[src/rtl/vector_multiply_add_issue_controller_if.sv]
// Issue-controller bus: requester side, multiply-add unit side and response side.
// master = environment (requesters, unit, consumer); slave = the controller.
interface vector_multiply_add_issue_controller_if #(
    parameter int NUM_REQ = 2,
    parameter int VLEN    = 128,
    parameter int EXEC_W  = 32
);
    localparam int ID_W = $clog2(NUM_REQ);

    logic [NUM_REQ-1:0]             req_valid;
    logic [NUM_REQ-1:0]             req_ready;
    logic [NUM_REQ-1:0][EXEC_W-1:0] req_execution_vector;
    logic [NUM_REQ-1:0][VLEN-1:0]   req_vs2;
    logic [NUM_REQ-1:0][VLEN-1:0]   req_vs1;
    logic [NUM_REQ-1:0][VLEN-1:0]   req_vdd;

    logic [EXEC_W-1:0]              unit_execution_vector;
    logic [VLEN-1:0]                unit_vs2;
    logic [VLEN-1:0]                unit_vs1;
    logic [VLEN-1:0]                unit_vdd;
    logic [VLEN-1:0]                unit_vd;

    logic                           rsp_valid;
    logic                           rsp_ready;
    logic [VLEN-1:0]                rsp_vd;
    logic [ID_W-1:0]                rsp_id;

    modport master (
        output req_valid, req_execution_vector, req_vs2, req_vs1, req_vdd,
        output unit_vd, rsp_ready,
        input  req_ready, unit_execution_vector, unit_vs2, unit_vs1, unit_vdd,
        input  rsp_valid, rsp_vd, rsp_id
    );

    modport slave (
        input  req_valid, req_execution_vector, req_vs2, req_vs1, req_vdd,
        input  unit_vd, rsp_ready,
        output req_ready, unit_execution_vector, unit_vs2, unit_vs1, unit_vdd,
        output rsp_valid, rsp_vd, rsp_id
    );
endinterface

[src/rtl/vector_multiply_add_issue_controller.sv]
// Round-robin issue controller sharing one fixed-latency vector MAC unit, with credit-gated result FIFO.
// Optional VMA_ISSUE_PERF_EN adds perf_issue_count / perf_stall_count outputs.
module vector_multiply_add_issue_controller #(
    parameter int NUM_REQ    = 2,
    parameter int LATENCY    = 2,
    parameter int FIFO_DEPTH = 4,
    parameter int VLEN       = 128,
    parameter int EXEC_W     = 32
) (
    input  logic clock,
    input  logic reset_n,
    vector_multiply_add_issue_controller_if.slave bus
`ifdef VMA_ISSUE_PERF_EN
    ,
    output logic [31:0] perf_issue_count,
    output logic [31:0] perf_stall_count
`endif
);
    localparam int ID_W  = $clog2(NUM_REQ);
    localparam int PTR_W = $clog2(FIFO_DEPTH);
    localparam int CNT_W = $clog2(FIFO_DEPTH + 1);

    typedef struct packed {
        logic [ID_W-1:0] id;
        logic [VLEN-1:0] vd;
    } rsp_entry_t;

    logic [ID_W-1:0]              rr_ptr;
    logic [ID_W-1:0]              grant;
    logic [ID_W-1:0]              arb_idx;
    logic                         found;
    logic                         issue_ok;
    logic                         accept;
    logic                         push;
    logic                         pop;
    logic [NUM_REQ-1:0]           rdy_vec;
    logic [CNT_W-1:0]             fifo_cnt;
    logic [CNT_W-1:0]             inflight_cnt;
    logic [LATENCY:1]             vld_pipe;
    logic [LATENCY:1][ID_W-1:0]   id_pipe;
    rsp_entry_t                   mem [FIFO_DEPTH];
    logic [PTR_W-1:0]             wr_ptr;
    logic [PTR_W-1:0]             rd_ptr;

    // Credit covers both buffered and in-flight results, so the FIFO can never overflow.
    assign issue_ok = ((CNT_W+1)'(fifo_cnt) + (CNT_W+1)'(inflight_cnt)) < (CNT_W+1)'(FIFO_DEPTH);

    always_comb begin
        found   = 1'b0;
        grant   = '0;
        arb_idx = '0;
        for (int k = 0; k < NUM_REQ; k++) begin
            arb_idx = ID_W'((int'(rr_ptr) + k) % NUM_REQ);
            if (!found && bus.req_valid[arb_idx]) begin
                found = 1'b1;
                grant = arb_idx;
            end
        end
    end

    // reset_n gating keeps req_ready low while reset is asserted, even with valid requests.
    assign accept = found & issue_ok & reset_n;

    always_comb begin
        rdy_vec = '0;
        if (accept) rdy_vec[grant] = 1'b1;
    end

    assign bus.req_ready             = rdy_vec;
    assign bus.unit_execution_vector = accept ? bus.req_execution_vector[grant] : '0;
    assign bus.unit_vs2              = accept ? bus.req_vs2[grant] : '0;
    assign bus.unit_vs1              = accept ? bus.req_vs1[grant] : '0;
    assign bus.unit_vdd              = accept ? bus.req_vdd[grant] : '0;

    assign push          = vld_pipe[LATENCY];
    assign bus.rsp_valid = (fifo_cnt != '0);
    assign pop           = bus.rsp_ready & bus.rsp_valid;
    assign bus.rsp_vd    = mem[rd_ptr].vd;
    assign bus.rsp_id    = mem[rd_ptr].id;

    always_ff @(posedge clock or negedge reset_n) begin
        if (!reset_n) begin
            rr_ptr       <= '0;
            fifo_cnt     <= '0;
            inflight_cnt <= '0;
            vld_pipe     <= '0;
            id_pipe      <= '0;
            wr_ptr       <= '0;
            rd_ptr       <= '0;
            for (int i = 0; i < FIFO_DEPTH; i++) mem[i] <= '0;
        end else begin
            if (accept) rr_ptr <= (grant == ID_W'(NUM_REQ - 1)) ? '0 : grant + 1'b1;
            inflight_cnt <= inflight_cnt + CNT_W'(accept) - CNT_W'(push);
            fifo_cnt     <= fifo_cnt + CNT_W'(push) - CNT_W'(pop);
            // Tag pipeline mirrors the unit's fixed latency; the unit never stalls.
            vld_pipe[1] <= accept;
            id_pipe[1]  <= grant;
            for (int k = 2; k <= LATENCY; k++) begin
                vld_pipe[k] <= vld_pipe[k-1];
                id_pipe[k]  <= id_pipe[k-1];
            end
            if (push) begin
                mem[wr_ptr] <= '{id: id_pipe[LATENCY], vd: bus.unit_vd};
                wr_ptr      <= wr_ptr + 1'b1;
            end
            if (pop) rd_ptr <= rd_ptr + 1'b1;
        end
    end

`ifdef VMA_ISSUE_PERF_EN
    always_ff @(posedge clock or negedge reset_n) begin
        if (!reset_n) begin
            perf_issue_count <= '0;
            perf_stall_count <= '0;
        end else begin
            if (accept) perf_issue_count <= perf_issue_count + 32'd1;
            if (|bus.req_valid && !accept) perf_stall_count <= perf_stall_count + 32'd1;
        end
    end
`endif
endmodule

[src/flat_wrapper.sv]
// flat-port wrapper written by rule: the top's interface ports become plain ports
module vector_multiply_add_issue_controller_flat 
#(
    parameter int NUM_REQ    = 2,
    parameter int LATENCY    = 2,
    parameter int FIFO_DEPTH = 4,
    parameter int VLEN       = 128,
    parameter int EXEC_W     = 32
)
  (clock, reset_n, bus_req_valid, bus_req_execution_vector, bus_req_vs2, bus_req_vs1, bus_req_vdd, bus_unit_vd, bus_rsp_ready, bus_req_ready, bus_unit_execution_vector, bus_unit_vs2, bus_unit_vs1, bus_unit_vdd, bus_rsp_valid, bus_rsp_vd, bus_rsp_id);
  vector_multiply_add_issue_controller_if #(.NUM_REQ(NUM_REQ), .VLEN(VLEN), .EXEC_W(EXEC_W)) bus_i ();
  input  logic clock;
  input  logic reset_n;
  input wire logic [$bits(bus_i.req_valid)-1:0] bus_req_valid;
  input wire logic [$bits(bus_i.req_execution_vector)-1:0] bus_req_execution_vector;
  input wire logic [$bits(bus_i.req_vs2)-1:0] bus_req_vs2;
  input wire logic [$bits(bus_i.req_vs1)-1:0] bus_req_vs1;
  input wire logic [$bits(bus_i.req_vdd)-1:0] bus_req_vdd;
  input wire logic [$bits(bus_i.unit_vd)-1:0] bus_unit_vd;
  input wire logic [$bits(bus_i.rsp_ready)-1:0] bus_rsp_ready;
  output wire logic [$bits(bus_i.req_ready)-1:0] bus_req_ready;
  output wire logic [$bits(bus_i.unit_execution_vector)-1:0] bus_unit_execution_vector;
  output wire logic [$bits(bus_i.unit_vs2)-1:0] bus_unit_vs2;
  output wire logic [$bits(bus_i.unit_vs1)-1:0] bus_unit_vs1;
  output wire logic [$bits(bus_i.unit_vdd)-1:0] bus_unit_vdd;
  output wire logic [$bits(bus_i.rsp_valid)-1:0] bus_rsp_valid;
  output wire logic [$bits(bus_i.rsp_vd)-1:0] bus_rsp_vd;
  output wire logic [$bits(bus_i.rsp_id)-1:0] bus_rsp_id;
  assign bus_i.req_valid = bus_req_valid;
  assign bus_i.req_execution_vector = bus_req_execution_vector;
  assign bus_i.req_vs2 = bus_req_vs2;
  assign bus_i.req_vs1 = bus_req_vs1;
  assign bus_i.req_vdd = bus_req_vdd;
  assign bus_i.unit_vd = bus_unit_vd;
  assign bus_i.rsp_ready = bus_rsp_ready;
  assign bus_req_ready = bus_i.req_ready;
  assign bus_unit_execution_vector = bus_i.unit_execution_vector;
  assign bus_unit_vs2 = bus_i.unit_vs2;
  assign bus_unit_vs1 = bus_i.unit_vs1;
  assign bus_unit_vdd = bus_i.unit_vdd;
  assign bus_rsp_valid = bus_i.rsp_valid;
  assign bus_rsp_vd = bus_i.rsp_vd;
  assign bus_rsp_id = bus_i.rsp_id;
  vector_multiply_add_issue_controller #(.NUM_REQ(NUM_REQ), .LATENCY(LATENCY), .FIFO_DEPTH(FIFO_DEPTH), .VLEN(VLEN), .EXEC_W(EXEC_W)) u_core (.clock(clock), .reset_n(reset_n), .bus(bus_i));
endmodule
[config.mk]
export PLATFORM = sky130hd
export DESIGN_NAME = vector_multiply_add_issue_controller_flat
export DESIGN_NICKNAME = d
export VERILOG_FILES = /design/src/rtl/vector_multiply_add_issue_controller_if.sv /design/src/rtl/vector_multiply_add_issue_controller.sv /design/src/flat_wrapper.sv
export SDC_FILE = /design/constraint.sdc
export NUM_CORES = 1
export LEC_CHECK = 0
export CORE_AREA = 4 4 595 597
export CTS_BUF_LIST = sky130_fd_sc_hd__clkbuf_8
export DETAILED_ROUTE_END_ITERATION = 7
export DIE_AREA = 0 0 599 601
export GPL_TIMING_DRIVEN = 0
export PLACE_DENSITY = 0.3
export SLEW_MARGIN = 15
export SYNTH_ARGS = -nofsm -noshare
export SYNTH_HDL_FRONTEND = slang
export SYNTH_SLANG_ARGS = --single-unit
[constraint.sdc]
create_clock -name clock -period 6.87 [get_ports clock]
set_input_delay 1.7175 -clock clock [delete_from_list [all_inputs] [get_ports clock]]
set_output_delay 1.7175 -clock clock [all_outputs]
set_load 0.02 [all_outputs]
# After elaboration in Yosys (flattened, before gate mapping)
# Cells that the tools add are included.
[word_totals]
reg_bits = 531
out_inout_bits = 548
[op_classes]
addsub = 9
n_lt_le_gt_ge = 8
muxes = 30
n_bitwise = 5
reduce_logical = 5
[ops]
columns = ["op", "n"]
rows = [
  ["$mux 128", 9],
  ["$bwmux 516", 1],
  ["$mux 129", 3],
  ["$bmux 129 s2", 1],
  ["$demux 129 s2", 1],
  ["$mux 32", 3],
  ["$mux 1", 10],
  ["$add 3x1->3", 2],
  ["$ge 3x3->1 const B", 2],
  ["$lt 1x2->1 const B", 3],
  ["$not 2->3", 2],
  ["$sub 3x1->3", 2],
  ["$add 2x1->2 const B", 2],
  ["$add 3x3->4", 1],
  ["$lt 4x3->1 const B", 1],
  ["$and 1x1->1", 3],
  ["$logic_and 1x1->1", 3],
  ["$lt 3x1->1 const B", 1],
  ["$reduce_bool 3->1", 1],
  ["$add 1x1->1 const B", 2],
  ["$mux 2", 1],
  ["$demux 1 s1", 1],
  ["$ge 1x1->1 const B", 1],
  ["$logic_not 1->1", 1],
]

# Logic depth before layout (Yosys ltp)
# Gate-level depths: netlist of run 1.
[logic_depth]
ltp_word = 11
depth_mapped = 11
ltp_nobuf = 11

# Worst setup path after synthesis of run 1
# Ideal clock, no wire load.
[synth_timing]
path_kind = "input port to output port"
startpoint = "input bus_req_valid[0]"
endpoint = "output bus_unit_vdd[30]"
t_arrival_ns = 2.933
required_ns = 5.152
slack_ns = 2.220
cell_stages = 7
n_path_buf = 4
path_cell_list = "buf_2 > nand2b_2 > buf_4 > buf_4 > clkbuf_1 > nand3_1 > a21oi_1"
[synth_between]
elab_chain_len = 9
elab_cells_between_ends = 15
cone_classes = "mux (11); bitwise (2); reduce/logical (2)"
[synth_rtl]
columns = ["item", "line_no", "text"]
rows = [
  ["from (decl)", "flat_wrapper.sv:14", "input wire logic [$bits(bus_i.req_valid)-1:0] bus_req_valid;"],
  ["$mux 1 (not written as such) (2 in series)", "vector_multiply_add_issue_controller.sv:54", "if (!found && bus.req_valid[arb_idx]) begin"],
  ["$mux 1", "vector_multiply_add_issue_controller.sv:54", ""],
  ["$logic_not 1->1", "vector_multiply_add_issue_controller.sv:54", ""],
  ["$logic_and 1x1->1", "vector_multiply_add_issue_controller.sv:54", ""],
  ["$mux 1", "vector_multiply_add_issue_controller.sv:54", ""],
  ["$mux 128 (not written as such) or $and 1x1->1 (tied branches) (2 in series)", "vector_multiply_add_issue_controller.sv:73, vector_multiply_add_issue_controller.sv:62", ""],
  ["$mux 128 *", "vector_multiply_add_issue_controller.sv:73", "assign bus.unit_vdd = accept ? bus.req_vdd[grant] : '0;"],
  ["to (decl)", "flat_wrapper.sv:25", "output wire logic [$bits(bus_i.unit_vdd)-1:0] bus_unit_vdd;"],
]
# Every way passes the cells marked *; elsewhere a longest branch is shown, timed or not. The select of a mux whose other input is x is not followed.

# Final worst setup path of run 1
[layout_timing]
startpoint = "input reset_n"
endpoint = "output bus_unit_vs2[33]"
[layout_between]
elab_chain_len = 2
[layout_rtl]
columns = ["item", "line_no", "text"]
rows = [
  ["from (decl)", "flat_wrapper.sv:13", "input logic reset_n;"],
  ["$and 1x1->1", "vector_multiply_add_issue_controller.sv:62", "assign accept = found & issue_ok & reset_n;"],
  ["$mux 128", "vector_multiply_add_issue_controller.sv:71", "assign bus.unit_vs2 = accept ? bus.req_vs2[grant] : '0;"],
  ["to (decl)", "flat_wrapper.sv:23", "output wire logic [$bits(bus_i.unit_vs2)-1:0] bus_unit_vs2;"],
]
# No other way between the ends.

==> metrics, run 1 <==
CTS Buf Count=slightly above 100; cell count after synthesis=2,840; kind of critical path=in2out; slowest CP cell=clkdlybuf4s15_2; share of cells above drive strength 1=between 20% and 30%; Initial Util=approximately 9.1%; initial antenna violation count=approximately 120; Nets=about 5.4k; Top delay family on crit path=buffers and inverters; WP depth=10; mean area per synthesized cell=between 10 and 15 um^2; Pre-Repair DR Iteration Count=6; cell chain of the critical path=buf_16, buf_16, buf_16, buf_16, nor4b_4, nand2_4, clkbuf_8, clkbuf_1, a21oi_1, clkdlybuf4s15_2; core area=between 300,000 and 400,000 um^2; Max Cap Violations=0; placed instance count=between 8k and 9k; worst setup path start=reset_n; crit end category=primary output; hold_sp=u_core.id_pipe[0]; Slew headroom=about 28%; Iter 0 DRT Violations=about 2.3k; Worst path most repeated cell=buf_16; root buf cell=clkbuf_8; final hold viol count=0; CP endpoint=bus_unit_vs2[33]; status=finished, final reports clean; power density cells=409 nW/um^2; GPL Wtd Cong=between 0.9 and 1; Highest Clock Rate=around 150 MHz; DR vias=approximately 33k; DRT antenna net count=0; Final Non-Filler Cells=about 9.2k; Critical Path Source Type=input port; WL/cell=about 35 um; final setup vio count=0; Synth top area share=roughly two fifths; Final TNS setup=0 ns; Ports=between 1.5k and 2k; synth top area cells=dfrtp_1 42%, mux2_2 18%, o211ai_1 9.8%, mux4_2 9.2%, nand3_1 6.6%; Skew-Pair Late Insertion Delay=0.84 ns; chip height=roughly 600 um; RSZ-0062 raised after global routing=true; Leak=20.3 nW; clock slew at reported path FFs=approximately 0.06 ns; syn_nets=around 3.8k; drt total wl=320,000 um; count of cell types in the netlist=28; commonest non-fill, non-tap cell in the layout=clkdlybuf4s50_1; Slew @ Worst Pin=around 1.1 ns; final hold slack=approximately 0.35 ns; Pwr Total=~0.023 W; Seq/Total Area, Yosys=a little over two fifths; H-tree levels=3; CP peak stage delay=0.55 ns; Max Slew Vio Count=0; Final period util=97.7%; largest net degree at the start of global routing=just over 90; WP buf/inv=7; post-synth top area cell=dfrtp_1; Area Growth Syn to Fin=75.6%; worst reg-to-reg path cell count=12; Worst EP arrival=~5.0 ns; VDD IR-drop max=about 0.00018 V; CTS tree=done; Data required, critical path=approximately 5.2 ns; Finished Core Util=16.0%; overall global routing resource usage=17.1%; r2r setup slk=between 3 and 4 ns; number of global-route vias before repair=~35k; Sink Count=531; most frequent cells in the layout=1,215 x clkdlybuf4s50_1, 531 x dfrtp_1, 516 x mux2_2; Layout Skew=about 0.11 ns; hpwl dp=approximately 280,000 um; Critical R2R Capture=u_core.inflight_cnt[2]; area of the mapped netlist=around 32,000 um^2; via/cell ratio=about 3.6; Synth Warn #=0; flops & latches, synth=531; first-pass GRT wire length=401,000 um; cell row count=217; Die Width=599 um; Hold WC Path Type=reg2reg; CP max FO=49; min Tclk post-route=6.71 ns; Port Buffers=approximately 1.5k; die area=360,000 um^2; clock tree buffer depth=3; worst r2r src=u_core.fifo_cnt[2]; grt ovf=0; DRC violations left=0
## routing by layer
layer	GRT usage [%]	share of wire, %	up-vias
met3	5.62	8.2	338
met5	0	0.12	-
met4	3.69	2.4	60
met1	19.4	38	17100
met2	30.8	51	1445
li1	-	-	14300
## flip-flops by register name, indices dropped and copies added, names as in the netlist
register,cells
u_core.rd_ptr,2
u_core.id_pipe,2
u_core.wr_ptr,2
u_core.fifo_cnt,3
u_core.vld_pipe,2
u_core.mem,516
u_core.rr_ptr,1
u_core.inflight_cnt,3
## layout make-up
class / instances / area, um^2
antenna: 36 / 90.1
fill: 39200 / 293000
buffer: 364 / 1700
clock buffer: 125 / 1720
timing repair buffer: 1526 / 15400
tap: 4599 / 5750
clock inverter: 57 / 474
multi-input combinational: 1934 / 17200
inverter: 11 / 41.3
sequential: 531 / 13300
## where the power goes
| group | leakage [nW] | switching, W | internal [W] |
|---|---|---|---|
| clock | 1.26 | 0.00158 | 0.00188 |
| sequential | 6.20 | 0.000757 | 0.00474 |
| combinational | 12.8 | 0.00810 | 0.00570 |
| total | 20.3 | 0.0104 | 0.0123 |
## synthesized netlist by cell type, drive strengths merged
| library cell | count |
|---|---|
| a31oi | 2 |
| or3 | 1 |
| o31a | 1 |
| xnor2 | 5 |
| clkbuf | 176 |
| a21oi | 417 |
| and2 | 2 |
| nand2b | 1 |
| ha | 10 |
| xor2 | 2 |
| o21ai | 2 |
| nor2 | 2 |
| nand3 | 417 |
| nor4b | 1 |
| nand2 | 7 |
| o211ai | 416 |
| inv | 11 |
| mux2 | 516 |
| mux4 | 129 |
| dfrtp | 531 |
| buf | 188 |
| fa | 2 |
| nor3 | 1 |
## kinds of logic after synthesis
group                      after synthesis  synth area share (%)
and+or+nand+nor                        432                  6.87
muxes                                  645                  27.5
buffers and inverters                  375                  5.32
adders and majority gates               12                 0.521
AOI/OAI and AO/OA                      838                  17.7
xor gates and xnor gates                 7                 0.193
DFF                                    531                  41.9
## what timing repair did
item,in CTS,in global routing
buffers inserted,1,0
endpoints found under the setup margin,418,106
gates cloned,6,1
hold buffers,0,0
pin swaps,0,0
gates resized for setup,669,60
## per-stage QoR
stage | area [um^2] | worst slack (ns)
global route | 55600 | -0.0521
detailed placement | 52800 | -2.66
floorplan | 31700 | 2.22
CTS | 55500 | -0.00405
finish | 55700 | 0.159
global placement | 52600 | -23.12
## how the worst min path moves through the flow
stage,depth (start not counted),slack [ns],to
after floorplan,0,0.33,u_core.id_pipe[1]
after global placement,0,0.34,u_core.id_pipe[1]
after detailed placement,0,0.34,u_core.id_pipe[1]
after CTS,0,0.35,u_core.id_pipe[1]
after global routing,0,0.36,u_core.id_pipe[1]
final,0,0.35,u_core.id_pipe[1]
Power figures use the tool's default switching activity.
==> run 2: changes to the inputs <==
--- a/config.mk
+++ b/config.mk
@@ -10,6 +10,7 @@
 export DETAILED_ROUTE_END_ITERATION = 7
 export DIE_AREA = 0 0 599 601
 export GPL_TIMING_DRIVEN = 0
+export HOLD_SLACK_MARGIN = 0.06
 export PLACE_DENSITY = 0.3
 export SLEW_MARGIN = 15
 export SYNTH_ARGS = -nofsm -noshare
==> results of run 2 <==
Final layout, timing and power as in run 1 (identical DEF).
